### src/rtl/bitrev_pkg.sv
// Shared types and helpers for the shared bit-reversal arbiter.
package bitrev_pkg;

    localparam int WIDTH_DEF = 4;
    localparam int WIDTH_MAX = 32;

    typedef logic req_id_t;

    // Reverse the low w bits of v into the low w bits of the result; upper bits are zero.
    function automatic logic [WIDTH_MAX-1:0] bit_reverse(input logic [WIDTH_MAX-1:0] v,
                                                         input int w);
        logic [WIDTH_MAX-1:0] r;
        r = '0;
        for (int i = 0; i < WIDTH_MAX; i++) begin
            if (i < w) r[i] = v[w-1-i];
        end
        return r;
    endfunction

endpackage

### src/rtl/bitrev_share_arb_if.sv
// Handshake bundle: two operand requesters in, one result slot out.
interface bitrev_share_arb_if
    import bitrev_pkg::*;
#(
    parameter int WIDTH = WIDTH_DEF
);
    logic             in0_valid;
    logic             in0_ready;
    logic [WIDTH-1:0] in0_data;
    logic             in1_valid;
    logic             in1_ready;
    logic [WIDTH-1:0] in1_data;
    logic             out_valid;
    logic             out_ready;
    logic [WIDTH-1:0] out_data;
    req_id_t          out_id;

    // Producers and consumer side
    modport master (
        output in0_valid, in0_data, in1_valid, in1_data, out_ready,
        input  in0_ready, in1_ready, out_valid, out_data, out_id
    );

    // Arbiter side
    modport slave (
        input  in0_valid, in0_data, in1_valid, in1_data, out_ready,
        output in0_ready, in1_ready, out_valid, out_data, out_id
    );
endinterface

### src/rtl/rr_arb2.sv
// Two-input round-robin arbiter; owns the pointer to the most recent winner.
module rr_arb2
    import bitrev_pkg::*;
(
    input  logic       clk,
    input  logic       rst_n,
    input  logic [1:0] req,
    input  logic       advance,
    input  req_id_t    winner,
    output logic [1:0] gnt
);
    req_id_t last;

    // Pointer moves to the requester that was actually accepted; starts at 1 so 0 wins first.
    always_ff @(posedge clk or negedge rst_n) begin
        if (!rst_n) begin
            last <= 1'b1;
        end else if (advance) begin
            last <= winner;
        end
    end

    // Lone requester always wins; under contention the one that did not win last goes.
    always_comb begin
        gnt = 2'b00;
        case (req)
            2'b01:   gnt = 2'b01;
            2'b10:   gnt = 2'b10;
            2'b11:   gnt = last ? 2'b01 : 2'b10;
            default: gnt = 2'b00;
        endcase
    end

endmodule

### src/rtl/bitrev_share_arb.sv
// One bit-reversal datapath shared by two requesters with a single tagged result slot.
module bitrev_share_arb
    import bitrev_pkg::*;
#(
    parameter int WIDTH = WIDTH_DEF,
    parameter int CNT_W = 8
)(
    input  logic             clk,
    input  logic             rst_n,
    bitrev_share_arb_if.slave bus,
    output logic [CNT_W-1:0] grant_cnt0,
    output logic [CNT_W-1:0] grant_cnt1
);
    logic [1:0]       gnt;
    logic             free;
    logic             acc0;
    logic             acc1;
    logic             accept;
    req_id_t          win_id;
    logic [WIDTH-1:0] sel_data;
    logic [WIDTH-1:0] rev_data;

    function automatic logic [CNT_W-1:0] sat_inc(input logic [CNT_W-1:0] c);
        return (c == '1) ? c : c + CNT_W'(1);
    endfunction

    rr_arb2 u_arb (
        .clk     (clk),
        .rst_n   (rst_n),
        .req     ({bus.in1_valid, bus.in0_valid}),
        .advance (accept),
        .winner  (win_id),
        .gnt     (gnt)
    );

    // Slot can take a new result when empty or being drained this cycle; readies stay low in reset.
    always_comb begin
        free          = !bus.out_valid | bus.out_ready;
        bus.in0_ready = rst_n & free & gnt[0];
        bus.in1_ready = rst_n & free & gnt[1];
        acc0          = bus.in0_valid & bus.in0_ready;
        acc1          = bus.in1_valid & bus.in1_ready;
        accept        = acc0 | acc1;
        win_id        = acc1;
        sel_data      = gnt[1] ? bus.in1_data : bus.in0_data;
        rev_data      = WIDTH'(bit_reverse(32'(sel_data), WIDTH));
    end

    // Output slot: load on accept, empty on drain, hold on stall.
    always_ff @(posedge clk or negedge rst_n) begin
        if (!rst_n) begin
            bus.out_valid <= 1'b0;
            bus.out_data  <= '0;
            bus.out_id    <= 1'b0;
        end else if (accept) begin
            bus.out_valid <= 1'b1;
            bus.out_data  <= rev_data;
            bus.out_id    <= win_id;
        end else if (bus.out_ready) begin
            bus.out_valid <= 1'b0;
        end
    end

    // Per-requester acceptance counters that stick at all-ones.
    always_ff @(posedge clk or negedge rst_n) begin
        if (!rst_n) begin
            grant_cnt0 <= '0;
            grant_cnt1 <= '0;
        end else begin
            if (acc0) grant_cnt0 <= sat_inc(grant_cnt0);
            if (acc1) grant_cnt1 <= sat_inc(grant_cnt1);
        end
    end

endmodule

### src/flat_wrapper.sv
// flat-port wrapper written by rule: the top's interface ports become plain ports
module bitrev_share_arb_flat import bitrev_pkg::*;
#(
    parameter int WIDTH = WIDTH_DEF,
    parameter int CNT_W = 8
)
  (clk, rst_n, grant_cnt0, grant_cnt1, bus_in0_valid, bus_in0_data, bus_in1_valid, bus_in1_data, bus_out_ready, bus_in0_ready, bus_in1_ready, bus_out_valid, bus_out_data, bus_out_id);
  bitrev_share_arb_if #(.WIDTH(WIDTH)) bus_i ();
  input  logic clk;
  input  logic rst_n;
  output logic [CNT_W-1:0] grant_cnt0;
  output logic [CNT_W-1:0] grant_cnt1;
  input wire logic [$bits(bus_i.in0_valid)-1:0] bus_in0_valid;
  input wire logic [$bits(bus_i.in0_data)-1:0] bus_in0_data;
  input wire logic [$bits(bus_i.in1_valid)-1:0] bus_in1_valid;
  input wire logic [$bits(bus_i.in1_data)-1:0] bus_in1_data;
  input wire logic [$bits(bus_i.out_ready)-1:0] bus_out_ready;
  output wire logic [$bits(bus_i.in0_ready)-1:0] bus_in0_ready;
  output wire logic [$bits(bus_i.in1_ready)-1:0] bus_in1_ready;
  output wire logic [$bits(bus_i.out_valid)-1:0] bus_out_valid;
  output wire logic [$bits(bus_i.out_data)-1:0] bus_out_data;
  output wire logic [$bits(bus_i.out_id)-1:0] bus_out_id;
  assign bus_i.in0_valid = bus_in0_valid;
  assign bus_i.in0_data = bus_in0_data;
  assign bus_i.in1_valid = bus_in1_valid;
  assign bus_i.in1_data = bus_in1_data;
  assign bus_i.out_ready = bus_out_ready;
  assign bus_in0_ready = bus_i.in0_ready;
  assign bus_in1_ready = bus_i.in1_ready;
  assign bus_out_valid = bus_i.out_valid;
  assign bus_out_data = bus_i.out_data;
  assign bus_out_id = bus_i.out_id;
  bitrev_share_arb #(.WIDTH(WIDTH), .CNT_W(CNT_W)) u_core (.clk(clk), .rst_n(rst_n), .bus(bus_i), .grant_cnt0(grant_cnt0), .grant_cnt1(grant_cnt1));
endmodule
### config.mk
export PLATFORM = sky130hd
export DESIGN_NAME = bitrev_share_arb_flat
export DESIGN_NICKNAME = d
export VERILOG_FILES = /design/src/rtl/bitrev_pkg.sv /design/src/rtl/bitrev_share_arb_if.sv /design/src/rtl/rr_arb2.sv /design/src/rtl/bitrev_share_arb.sv /design/src/flat_wrapper.sv
export SDC_FILE = /design/constraint.sdc
export NUM_CORES = 1
export LEC_CHECK = 0
export ABC_CLOCK_PERIOD_IN_PS = 2200
export BUFFER_PORTS_ARGS = -buffer_cell sky130_fd_sc_hd__buf_2
export CAP_MARGIN = 30
export CELL_PAD_IN_SITES_DETAIL_PLACEMENT = 0
export CELL_PAD_IN_SITES_GLOBAL_PLACEMENT = 2
export CORE_MARGIN = 4
export CORE_UTILIZATION = 32
export CTS_CLUSTER_SIZE = 20
export DETAILED_ROUTE_END_ITERATION = 12
export GPL_ROUTABILITY_DRIVEN = 1
export MAX_ROUTING_LAYER = met4
export PLACE_DENSITY_LB_ADDON = 0.1
export SETUP_SLACK_MARGIN = 0.02
export SLEW_MARGIN = 20
export SYNTH_ARGS = -nofsm -noshare
export SYNTH_HDL_FRONTEND = slang
export SYNTH_HIERARCHICAL = 1
export SYNTH_SLANG_ARGS = --single-unit
### constraint.sdc
create_clock -name clk -period 2.2 [get_ports clk]
set_clock_uncertainty 0.1 [all_clocks]
set_input_delay 0 -clock clk [delete_from_list [all_inputs] [get_ports clk]]
set_output_delay 0 -clock clk [all_outputs]
set_load 0.02 [all_outputs]
# Word level (Yosys, flattened, before mapping)
# Cells that the tools add are included.
[op_classes]
n_addsub = 2
n_eq_ne = 5
n_mux = 5
n_bitwise = 9
reduce_logical = 4
[op_table]
columns = ["cell", "n"]
rows = [
  ["adder 8 x 1 -> 8 bit (second input constant)", 2],
  ["== test 8 bit (second input constant)", 2],
  ["one-hot mux 2 bit (3 select lines)", 1],
  ["AND 1 bit", 5],
  ["== test 2 bit (second input constant)", 2],
  ["two-way mux 4 bit", 1],
  ["AND reduction 2 bit", 2],
  ["== test 2 x 1 -> 1 bit (second input constant)", 1],
  ["two-way mux 1 bit", 2],
  ["two-way mux 2 bit", 1],
  ["inverter 1 bit", 2],
  ["bitwise OR 1 bit", 2],
  ["nonzero test 2 bit", 1],
  ["logical NOT 1 bit", 1],
]
[totals]
ff_bits = 23
output_inout_bits = 24
word_cells = 31

# Logic depth before layout (Yosys ltp)
[depth]
ltp_word = 7
ltp_mapped = 6
ltp_nobuf = 6

# Cells and area by module
# Netlist, hierarchy kept.
[by_module_without_submodules]
columns = ["module", "n_inst", "cells_each", "area_each_um2", "seq_area_each_um2"]
rows = [
  ["bitrev_share_arb", 1, 92, 1132.3, 550.5],
  ["rr_arb2", 1, 6, 61.3, 26.3],
]

# Worst setup path after synthesis
# No wires, ideal clock.
[synth_path]
kind = "flip-flop to flip-flop"
startpoint = "register u_core.grant_cnt0[0]"
endpoint = "register u_core.grant_cnt0[6]"
setup_time_ns = 0.128
t_arrival_ns = 1.540
required_time_ns = 1.972
setup_slack_ns = 0.432
stages_incl_launch_ff = 6
path_buffers = 0
period_less_slack_ns = 1.768
cell_sequence = "dfrtp_1 ha_1 nand2_1 or3_1 nor2_1 mux2_1"
[synth_between]
elab_chain_cells = 3
[synth_rtl]
columns = ["item", "line", "text"]
rows = [
  ["start: declaration", "bitrev_share_arb.sv:11", "output logic [CNT_W-1:0] grant_cnt0,"],
  ["start signal: assignment", "bitrev_share_arb.sv:70", "if (acc0) grant_cnt0 <= sat_inc(grant_cnt0);"],
  ["branches (longest 3 deep; another with adder 8 x 1 -> 8 bit)", "--", ""],
]
# Parallel ways; which one is timed is not known.
# A chain may end at the register's enable or synchronous reset.

# Final worst setup path
[layout_path]
startpoint = "register u_core.u_arb.last"
endpoint = "register u_core.bus.out_data[0]"
[layout_between]
elab_chain_cells = 5
[layout_rtl]
columns = ["item", "line", "text"]
rows = [
  ["start: declaration", "rr_arb2.sv:12", "req_id_t last;"],
  ["start signal: assignment", "rr_arb2.sv:19", "last <= winner;"],
  ["two-way mux 2 bit (*)", "rr_arb2.sv:29", "2'b11: gnt = last ? 2'b01 : 2'b10;"],
  ["one-hot mux 2 bit (3 select lines) (*)", "rr_arb2.sv:26", "case (req)"],
  ["named net u_core.gnt[1]", "bitrev_share_arb.sv:14", "logic [1:0] gnt;"],
  ["AND 1 bit", "bitrev_share_arb.sv:40", "bus.in1_ready = rst_n & free & gnt[1];"],
  ["AND 1 bit", "bitrev_share_arb.sv:42", "acc1 = bus.in1_valid & bus.in1_ready;"],
  ["bitwise OR 1 bit", "bitrev_share_arb.sv:43", "accept = acc0 | acc1;"],
  ["end signal: assignment", "bitrev_share_arb.sv:57", "bus.out_data <= rev_data;"],
  ["end: declaration", "bitrev_share_arb_if.sv:27", "output in0_ready, in1_ready, out_valid, out_data, out_id"],
]
# Mark *: on every way through the listed nets, which the timed path passes. The rest lies on a longest branch.

==> results.toml <==
[grt]
grt_most_used_layer = "met2"
grt_pass1_wl_um = 4400
track_usage_pct = 11.5
grt_max_degree = 18
met2_usage_pct = 16.6
grt_pass1_vias = 894
overflow = 0
use_met3_pct = 3.78
met1_usage_pct = 16.0
antenna_found_initial = 0

[routing]
wl_per_cell_um = 12.8
vias = 902
wl_um = 2500
via_per_inst = 4.60
drt_pass1_iterations = 4
drcViolationCount = 0
drt-initial-drc-count = 36
ant_nets = 0

[final_layout]
diodes = 0
nets = 166
fin_cells = 196
layout_common_cells = "buf_2 (36), dfrtp_1 (22), nand2_1 (11), dlygate4sd3_1 (10), mux2_2 (9)"
drive_gt1_share_pct = 45.3
layout_commonest_cell = "buf_2"
area_growth_pct = 33.6
fin_util_pct = 46.0

[flow_run]
maxCapViolations = 0

[clock_tree]
cts_sinks = 23
clock-root-buffer = "clkbuf_8"
clkTransAtPathRegs_ns = 0.08
cts_buffers = 3
postCtsSetupRepairBufs = 0
cts_tree = "yes"
insertion_delay_ns = 0.26
cts_buffer_depth = 2
ctsHtreeMaxLevel = 1

[logic_synthesis]
ys_ff_latch = 23
syn_area_um2 = 1190
netlist_instances = 98
synth_area_per_cell_um2 = 12.2
ys_seq_area_share_pct = 48.3
yosysWarnings = 6
syn_nets = 113
synthArstFlopShare_pct = 100
synth_cell_types = 36
ys.flop_type = "dfrtp_1"
synth-edff-count = 0

[die]
floorplan.initialDensity_pct = 34.4
core_um2 = 3470
die_y_um = 69.1
io_pins = 37
die_w_um = 69.1
die_area_um2 = 4770
rows = 21

[worst_setup_path]
cp_slowest_cell = "dfstp_2"
end_kind = "flip-flop"
path_cells = "a21boi_2 > buf_4 > mux2_2 > dlygate4sd3_1 > mux2_2"
path_buf_inv = 2
crit_required_ns = 2.25
critPathLaunchType = "flip-flop"
crit_path_frequent_cell = "mux2_2"
arrival_ns = 2.10
crit_type = "flip-flop to flip-flop"
path_delay_family = "buffers and inverters"
crit_path_max_incr_delay_ns = 0.55
crit_path_max_fanout = 5

[place]
port_buffers = 36
dp.cells = 182
dp_hpwl_um = 1920
place.gp.congestion = 0.740

[sta]
maxSlewHeadroom_pct = 76.3
rsz0062_at_grt = "false"
clock.fmax_mhz = 487
final-setup-viol-count = 0
period_needed_ns = 2.05
timing.setup.tns_ns = 0
worst_pin_slew_ns = 0.352
hold_violations = 0
whs_ns = 0.0425
post-route-period-util_pct = 93.3
slew_viol_final = 0

[pwr]
power_per_cell_area_nw_per_um2 = 918
p_total_w = 0.00146
peakVddDrop_v = 0.000423
leakage_nw = 0.795

[status]
status = "finished, final reports clean"

[min_path]
hold_path_class = "primary input to flip-flop"
==> path summary, 6_finish.rpt <==
kind                       slack (ns)                          start  cells past startpoint                            endpoint
setup / recovery                 0.15  u_core/u_arb/last$_DFFE_PN1P_                      5  u_core/bus.out_data[0]$_DFFE_PN0P_
hold / removal                   0.04                  bus_in1_valid                      3       u_core/bus.out_id$_DFFE_PN0P_
setup reg to reg                 0.15  u_core/u_arb/last$_DFFE_PN1P_                      5  u_core/bus.out_data[0]$_DFFE_PN0P_
hold reg to reg                  0.40  u_core/u_arb/last$_DFFE_PN1P_                      2       u_core/u_arb/last$_DFFE_PN1P_
max in group asynchronous        1.42                          rst_n                      3  u_core/bus.out_data[2]$_DFFE_PN0P_
min in group asynchronous        0.05                          rst_n                      2    u_core/grant_cnt0[2]$_DFFE_PN0P_
==> synthesized netlist by cell type (2+ instances only) <==
library cell	instances	area share (%)
inv_1	3	0.94
nand4_1	3	1.6
mux2_2	9	8.5
nor2_1	2	0.63
ha_1	2	2.1
nor4_2	2	2.1
mux2_1	2	1.9
xnor2_1	4	2.9
nor3_1	2	0.84
nand2b_4	2	2.3
nand3_1	4	1.7
nand2_1	11	3.5
and3_1	2	1.0
xor2_1	7	5.1
dfrtp_1	22	46
==> report_power, final <==
part	switching, W	total [W]	internal, W
registers	0.000124	0.000668	0.000544
logic	0.000306	0.000541	0.000235
clock network	0.000127	0.000256	0.000129
total	0.000557	0.00146	0.000908
==> layer usage <==
| layer | routed length, um | up-vias |
|---|---|---|
| li1 | - | 456 |
| met1 | 1230 | 420 |
| met2 | 1130 | 24 |
| met3 | 128 | 2 |
| met4 | 8 | 0 |
| met5 | 0 | - |
==> state kept, by name, summed over array words and instances, names as in the netlist <==
name,flops
u_core/bus.out_valid,1
u_core/grant_cnt1,8
u_core/grant_cnt0,8
u_core/u_arb/last,1
u_core/bus.out_id,1
u_core/bus.out_data,4
==> worst register-to-register path, delay by kind of cell, from the launching register on <==
family	cells	cell delay [ns]
buf+inv	2	0.71
mux	2	0.53
compound gates	1	0.07
flops	1	0.55
==> stage by stage <==
step | setup WS [ns] | instance area [um^2]
2_1_floorplan | 0.432 | 1190
6_report | 0.148 | 1600
5_1_grt | 0.0729 | 1600
4_1_cts | 0.0828 | 1590
3_3_place_gp | 0.384 | 1450
3_5_place_dp | 0.337 | 1450
==> cells by family (layout without fill, tap and decap cells) <==
kind of cell | Yosys count | count (layout) | synth area share (%)
AO/OA/AOI/OAI | 4 | 4 | 2.73
multiplexers | 13 | 13 | 12.5
adder cells (fa/ha/maj) | 2 | 2 | 2.10
XOR/XNOR | 11 | 11 | 8.07
AND/OR/NAND/NOR | 41 | 41 | 25.1
buffers and inverters | 4 | 56 | 1.26
flip-flops | 23 | 23 | 48.3
==> area by class of cell <==
cell class / instances / area [um^2]
clock buffers: 4 / 45.0
flip-flops and latches: 23 / 577
inverters: 4 / 15.0
multi-input cells: 71 / 606
well taps: 46 / 57.6
repair buffers: 48 / 295
fillers: 385 / 1870
==> repair_timing <==
| item | in CTS | in global routing |
|---|---|---|
| hold endpoints to repair | 28 | 0 |
| setup endpoints to repair | 0 | 4 |
| hold buffers | 10 | 0 |
| resized for setup | 0 | 1 |
(Power assumes the default switching activity.)
